$ cat config.mk
export PLATFORM = sky130hd
export DESIGN_NAME = alu_acc8
export DESIGN_NICKNAME = d
export VERILOG_FILES = /design/src/rtl/alu_acc8.sv
export SDC_FILE = /design/constraint.sdc
export NUM_CORES = 1
export LEC_CHECK = 0
export CAP_MARGIN = 30
export CORE_MARGIN = 2
export CORE_UTILIZATION = 35
export DETAILED_ROUTE_END_ITERATION = 16
export GPL_TIMING_DRIVEN = 1
export PLACE_DENSITY = 0.64
export SYNTH_ARGS = -nofsm -noshare
export SYNTH_HDL_FRONTEND = slang
export SYNTH_SLANG_ARGS = --single-unit
$ cat constraint.sdc
create_clock -name clk -period 4.2 [get_ports clk]
set_input_delay 1.05 -clock clk [delete_from_list [all_inputs] [get_ports clk]]
set_output_delay 1.05 -clock clk [all_outputs]
set_load 0.02 [all_outputs]
$ cat src/rtl/alu_acc8.sv
// alu_acc8 -- 8-bit add/subtract unit with a persistent carry flag, for
// multi-byte ADC/SBC chains.
//
// Each operation goes through three phases: IDLE (accept), CALC (one cycle,
// the adder output is registered) and DONE (result held until out_ready).
// The adder is fed only from operand registers loaded at the accept edge, so
// the port values may change freely once a request has been taken.
//
// Ports
//   clk        in   clock, all state on rising edge
//   rst        in   synchronous active-high reset
//   in_valid   in   request valid
//   in_ready   out  request can be accepted (IDLE)
//   op[1:0]    in   00 ADD, 01 SUB, 10 ADC, 11 SBC
//   op_a[7:0]  in   operand A
//   op_b[7:0]  in   operand B
//   out_valid  out  result/flags valid (DONE)
//   out_ready  in   downstream takes the result
//   result     out  registered sum/difference
//   flags[3:0] out  {V, N, Z, C}
//
// Configuration
//   ALU_ACC8_OVF_EN  when defined, flags[3] carries the signed-overflow flag;
//                    otherwise flags[3] is tied to 0 and no overflow logic exists.

// Ripple-carry adder with an optional inversion of b (subtract = a + ~b + cin).
module add8 (
  input  logic [7:0] a,
  input  logic [7:0] b,
  input  logic       cin,
  input  logic       sub,
  output logic [7:0] s,
  output logic       cout
);
  logic [7:0] bx;
  logic [8:0] c;

  assign bx   = b ^ {8{sub}};
  assign c[0] = cin;

  for (genvar i = 0; i < 8; i++) begin : g_fa
    assign s[i]   = a[i] ^ bx[i] ^ c[i];
    assign c[i+1] = (a[i] & bx[i]) | (a[i] & c[i]) | (bx[i] & c[i]);
  end

  assign cout = c[8];
endmodule

module alu_acc8 (
  input  logic       clk,
  input  logic       rst,
  input  logic       in_valid,
  output logic       in_ready,
  input  logic [1:0] op,
  input  logic [7:0] op_a,
  input  logic [7:0] op_b,
  output logic       out_valid,
  input  logic       out_ready,
  output logic [7:0] result,
  output logic [3:0] flags
);
  typedef enum logic [1:0] {IDLE, CALC, DONE} state_t;

  state_t     state_q, state_d;

  // operand registers: the adder sees only these
  logic [7:0] a_q, a_d;
  logic [7:0] b_q, b_d;
  logic       sub_q, sub_d;
  logic       cin_q, cin_d;

  logic [7:0] result_q, result_d;
  logic       c_q, c_d;
  logic       z_q, z_d;
  logic       n_q, n_d;

  logic [7:0] sum;
  logic       cout;

  add8 u_add8 (
    .a    (a_q),
    .b    (b_q),
    .cin  (cin_q),
    .sub  (sub_q),
    .s    (sum),
    .cout (cout)
  );

`ifdef ALU_ACC8_OVF_EN
  logic v_q, v_d;
  logic v_calc;

  // Overflow: both adder inputs share a sign and the sum's sign differs.
  // The adder input is b after the subtract inversion.
  assign v_calc = (a_q[7] == (b_q[7] ^ sub_q)) && (sum[7] != a_q[7]);
`endif

  always_comb begin
    state_d   = state_q;
    a_d       = a_q;
    b_d       = b_q;
    sub_d     = sub_q;
    cin_d     = cin_q;
    result_d  = result_q;
    c_d       = c_q;
    z_d       = z_q;
    n_d       = n_q;
`ifdef ALU_ACC8_OVF_EN
    v_d       = v_q;
`endif
    in_ready  = 1'b0;
    out_valid = 1'b0;

    case (state_q)
      IDLE: begin
        in_ready = 1'b1;
        if (in_valid) begin
          a_d   = op_a;
          b_d   = op_b;
          // op[0] selects subtract; op[1] selects carry-in from the stored C,
          // captured here so the carry used is the one at the accept edge.
          sub_d = op[0];
          cin_d = op[1] ? c_q : op[0];
          state_d = CALC;
        end
      end
      CALC: begin
        result_d = sum;
        c_d      = cout;
        z_d      = (sum == 8'h00);
        n_d      = sum[7];
`ifdef ALU_ACC8_OVF_EN
        v_d      = v_calc;
`endif
        state_d  = DONE;
      end
      DONE: begin
        out_valid = 1'b1;
        if (out_ready) state_d = IDLE;
      end
      default: state_d = IDLE;
    endcase
  end

  always_ff @(posedge clk) begin
    if (rst) begin
      state_q  <= IDLE;
      a_q      <= 8'h00;
      b_q      <= 8'h00;
      sub_q    <= 1'b0;
      cin_q    <= 1'b0;
      result_q <= 8'h00;
      c_q      <= 1'b0;
      z_q      <= 1'b0;
      n_q      <= 1'b0;
`ifdef ALU_ACC8_OVF_EN
      v_q      <= 1'b0;
`endif
    end else begin
      state_q  <= state_d;
      a_q      <= a_d;
      b_q      <= b_d;
      sub_q    <= sub_d;
      cin_q    <= cin_d;
      result_q <= result_d;
      c_q      <= c_d;
      z_q      <= z_d;
      n_q      <= n_d;
`ifdef ALU_ACC8_OVF_EN
      v_q      <= v_d;
`endif
    end
  end

  assign result = result_q;
`ifdef ALU_ACC8_OVF_EN
  assign flags  = {v_q, n_q, z_q, c_q};
`else
  assign flags  = {1'b0, n_q, z_q, c_q};
`endif
endmodule
==> run_results.csv <==
group,metric,value,unit
outcome,status,"finished clean",
timing,finalSetupViolCount,0,
cts,cts_tree,"yes",
synth,synthMuxAreaShare,0.122,
power_and_ir_drop,power_density,387,mW/mm2
timing,worst_pin_slew,0.751,ns
drt,ant_nets,0,
critical_path,path_buf_inv,3,
placed_design,dp_hpwl,2200,um
global_route,gr-total-overflow,0,
global_route,grt_pass1_wl,4860,um
final_layout,area_delta_synth_final,32.0,%
drt,drc,0,
critical_path,cp-start-kind,"register",
floorplan,die_w,69.0,um
power_and_ir_drop,comb_power_share,0.219,
floorplan,rows,23,
power_and_ir_drop,p_leak,0.734,nW
cts,path_clk_slew,0.06,ns
synth,syn_nets,171,
synth,synthXorXnorAreaFrac,0.0474,
synth,postSynthAreaPerCell,10.5,um2
drt,wl,2810,um
power_and_ir_drop,swShare,0.264,
critical_path,critPathRequiredTime,4.42,ns
final_layout,fin_area,0.00195,mm2
cts,root_buffer,"clkbuf_8",
global_route,grt_pass1_vias,1026,
drt,drt-initial-drc-count,17,
synth,yosys-top-cells-area,"dfxtp_1 (41%), mux2i_1 (12%), fa_1 (11%)",
drt,vias,1015,
timing,post-route-period-util,0.962,
critical_path,path_cells,"xnor2_1 > fa_1 > inv_1 > fa_1 > inv_1 > fa_1 > fa_2 > fa_1 > fa_2 > fa_1 > inv_1 > fa_1 > and4bb_2 > nand3_2 > a21oi_2",
timing,min_period,4.04,ns
global_route,grt_max_degree,21,
drt,dr.pass1.iters,4,
power_and_ir_drop,ir_worst_vdd,216,uV
synth,yosysTopAreaCell,"dfxtp_1",
global_route,use_met1,0.161,
critical_path,worstSetupEndpointType,"register",
drt,post_drt_wl_per_cell,12.5,um
power_and_ir_drop,internal_power,0.556,mW
floorplan,die_y,69.0,um
timing,final_max_slew_viol_count,0,
cts,clock_sinks,30,
timing,worst_slack,0.159,ns
power_and_ir_drop,total_power,0.755,mW
synth,netlist_area,0.00148,mm2
placed_design,dp_slack,0.0855,ns
timing,maxSlewHeadroom,0.498,
critical_path,crit_top_cell,"fa_1",
final_layout,fin_nets,203,
synth,yosysSeqAreaShare,0.406,
global_route,use_met2,0.198,
cts,htree_levels,2,
cts,holdBufCountCts,0,
synth,synth.top_cell.area_share,0.406,
synth,synth_compound_area_frac,0.0863,
critical_path,crit_path_max_incr_delay,0.42,ns
floorplan,die-area,0.00476,mm2
global_route,antenna_found_initial,0,
synth,synth_top_family_by_area,"simple AND/OR/NAND/NOR gates",
final_layout,drive_gt1_frac,0.167,
synth,syn-instance-count,141,
synth,yosys.area_share.simple,0.134,
critical_path,critPathMaxFanout,2,
timing,max_freq,247,MHz
critical_path,crit_slowest_cell,"fa_1",
floorplan,ioPinCount,36,
critical_path,cpLargestDelayFamily,"adder cells",
power_and_ir_drop,p_seq_frac,0.421,
power_and_ir_drop,power_switching,0.200,mW
final_layout,n_antenna_cell,0,
placed_design,numPortBuffers,34,
synth,synth-seq-cells,30,
placed_design,placed_area,0.00184,mm2
synth,synth_fa_ha_area_frac,0.108,
drt,avgViaCountPerCell,4.53,
synth,yosys.cell_types.count,23,
critical_path,path_class,"register to register",
power_and_ir_drop,clkPwrFrac,0.360,
timing,fin_skew,0.00548,ns
global_route,grt-busiest-layer,"met2",
cts,clk_path_buf_depth,2,
critical_path,cp.arrival,4.27,ns
cts,clk-insertion-delay-late,0.28,ns
cts,cts_made_buffers,5,
global_route,met3_usage,0.0322,
global_route,grt_usage,0.129,
hold_path,holdCritPathClass,"register to register",
floorplan,initial_utilization,0.367,
timing,finalHoldViolCount,0,
floorplan,core_area,0.00403,mm2
synth,yosysWarnings,0,
placed_design,gp_congestion,0.691,
run,cap_violations,0,
==> placed cells by master (no fill, tap or decap) <==
| cell | instances |
|---|---|
| a21oi_1 | 1 |
| nor3b_4 | 1 |
| and4_1 | 1 |
| a21oi_2 | 4 |
| nand2b_1 | 2 |
| xnor2_1 | 6 |
| nor2_1 | 24 |
| fa_2 | 2 |
| clkdlybuf4s50_1 | 34 |
| a211oi_2 | 7 |
| nand2_1 | 7 |
| inv_1 | 10 |
| buf_16 | 1 |
| clkbuf_8 | 8 |
| nor2_2 | 1 |
| nand3_2 | 1 |
| xor2_1 | 2 |
| buf_4 | 3 |
| and4bb_2 | 1 |
| mux2i_1 | 18 |
| nor2b_1 | 3 |
| conb_1 | 1 |
| dfxtp_1 | 30 |
| fa_1 | 6 |
==> synthesized netlist by cell type <==
master,count
a211oi_2,7
a21oi_1,1
a21oi_2,4
and4_1,1
and4bb_2,1
buf_4,7
buf_6,2
buf_8,1
clkbuf_1,3
conb_1,1
dfxtp_1,30
fa_1,8
inv_1,10
mux2i_1,18
nand2_1,7
nand2b_1,2
nand3_2,1
nor2_1,24
nor2_2,1
nor2b_1,3
nor3b_2,1
xnor2_1,6
xor2_1,2
==> worst paths after layout <==
check                               start         to  slack (ns)  cells past startpoint
worst max-delay path               b_q[0]        z_q        0.16                     15
worst max register to register     b_q[0]        z_q        0.16                     15
worst min register to register  result[1]  result[1]        0.47                      2
worst min-delay path            result[1]  result[1]        0.47                      2
==> area by class of cell <==
class                           instances  area (um2)
Fill cell                             376        2080
Multi-Input combinational cell         88         751
Tap cell                               50        62.6
Timing Repair Buffer                   38         390
Inverter                               10        37.5
Clock buffer                            8         110
Sequential cell                        30         601
==> through the flow <==
| stage | instances | utilization | setup TNS, ns | hold WS, ns |
|---|---|---|---|---|
| floorplan | 141 | - | 0 | 0.449 |
| global route | 224 | 0.484 | -0.0183 | 0.508 |
| detailed placement | 216 | 0.456 | 0 | 0.463 |
| CTS | 224 | 0.483 | 0 | 0.472 |
| finish | 224 | 0.484 | 0 | 0.469 |
| global placement | 215 | 0.449 | 0 | 0.463 |
==> worst reg2reg max path, stage by stage (launching register included) <==
cell      delay (ns)
dfxtp_1         0.32
xnor2_1         0.14
fa_1            0.37
inv_1           0.08
fa_1            0.16
inv_1           0.05
fa_1            0.38
fa_2            0.35
fa_1            0.40
fa_2            0.35
fa_1            0.39
inv_1           0.08
fa_1            0.42
and4bb_2        0.30
nand3_2         0.08
a21oi_2         0.11
==> flip-flops by register name, summed over array words and instances, names as in the netlist <==
signal   cells
c_q          1
sub_q        1
state_q      2
b_q          8
result       8
z_q          1
a_q          8
cin_q        1
==> repair_timing <==
item,4_1_cts,5_1_grt
setup endpoints to repair,0,1
buffers inserted,0,0
resized for setup,0,2
==> per-layer routing <==
layer	share of wire	vias to the layer above	routed length, um
li1	-	511	-
met1	0.45	462	1260
met2	0.47	34	1310
met3	0.057	8	161
met4	0.028	0	78
met5	0	-	0
==> cell families after synthesis <==
kind of cell | Yosys count
compound gates | 12
xor+xnor | 8
fa+ha+maj | 8
buf+inv | 23
flops | 30
mux | 18
other cells | 1
simple gates | 41
==> power by group through the flow <==
stage,Clock (mW),Combinational [mW],Sequential [mW]
2_1_floorplan,0,0.107,0.327
3_3_place_gp,0,0.158,0.324
3_5_place_dp,0,0.166,0.325
4_1_cts,0.281,0.166,0.318
5_1_grt,0.295,0.181,0.321
6_report,0.272,0.165,0.318
No activity file was read; power rests on OpenSTA's default activity.
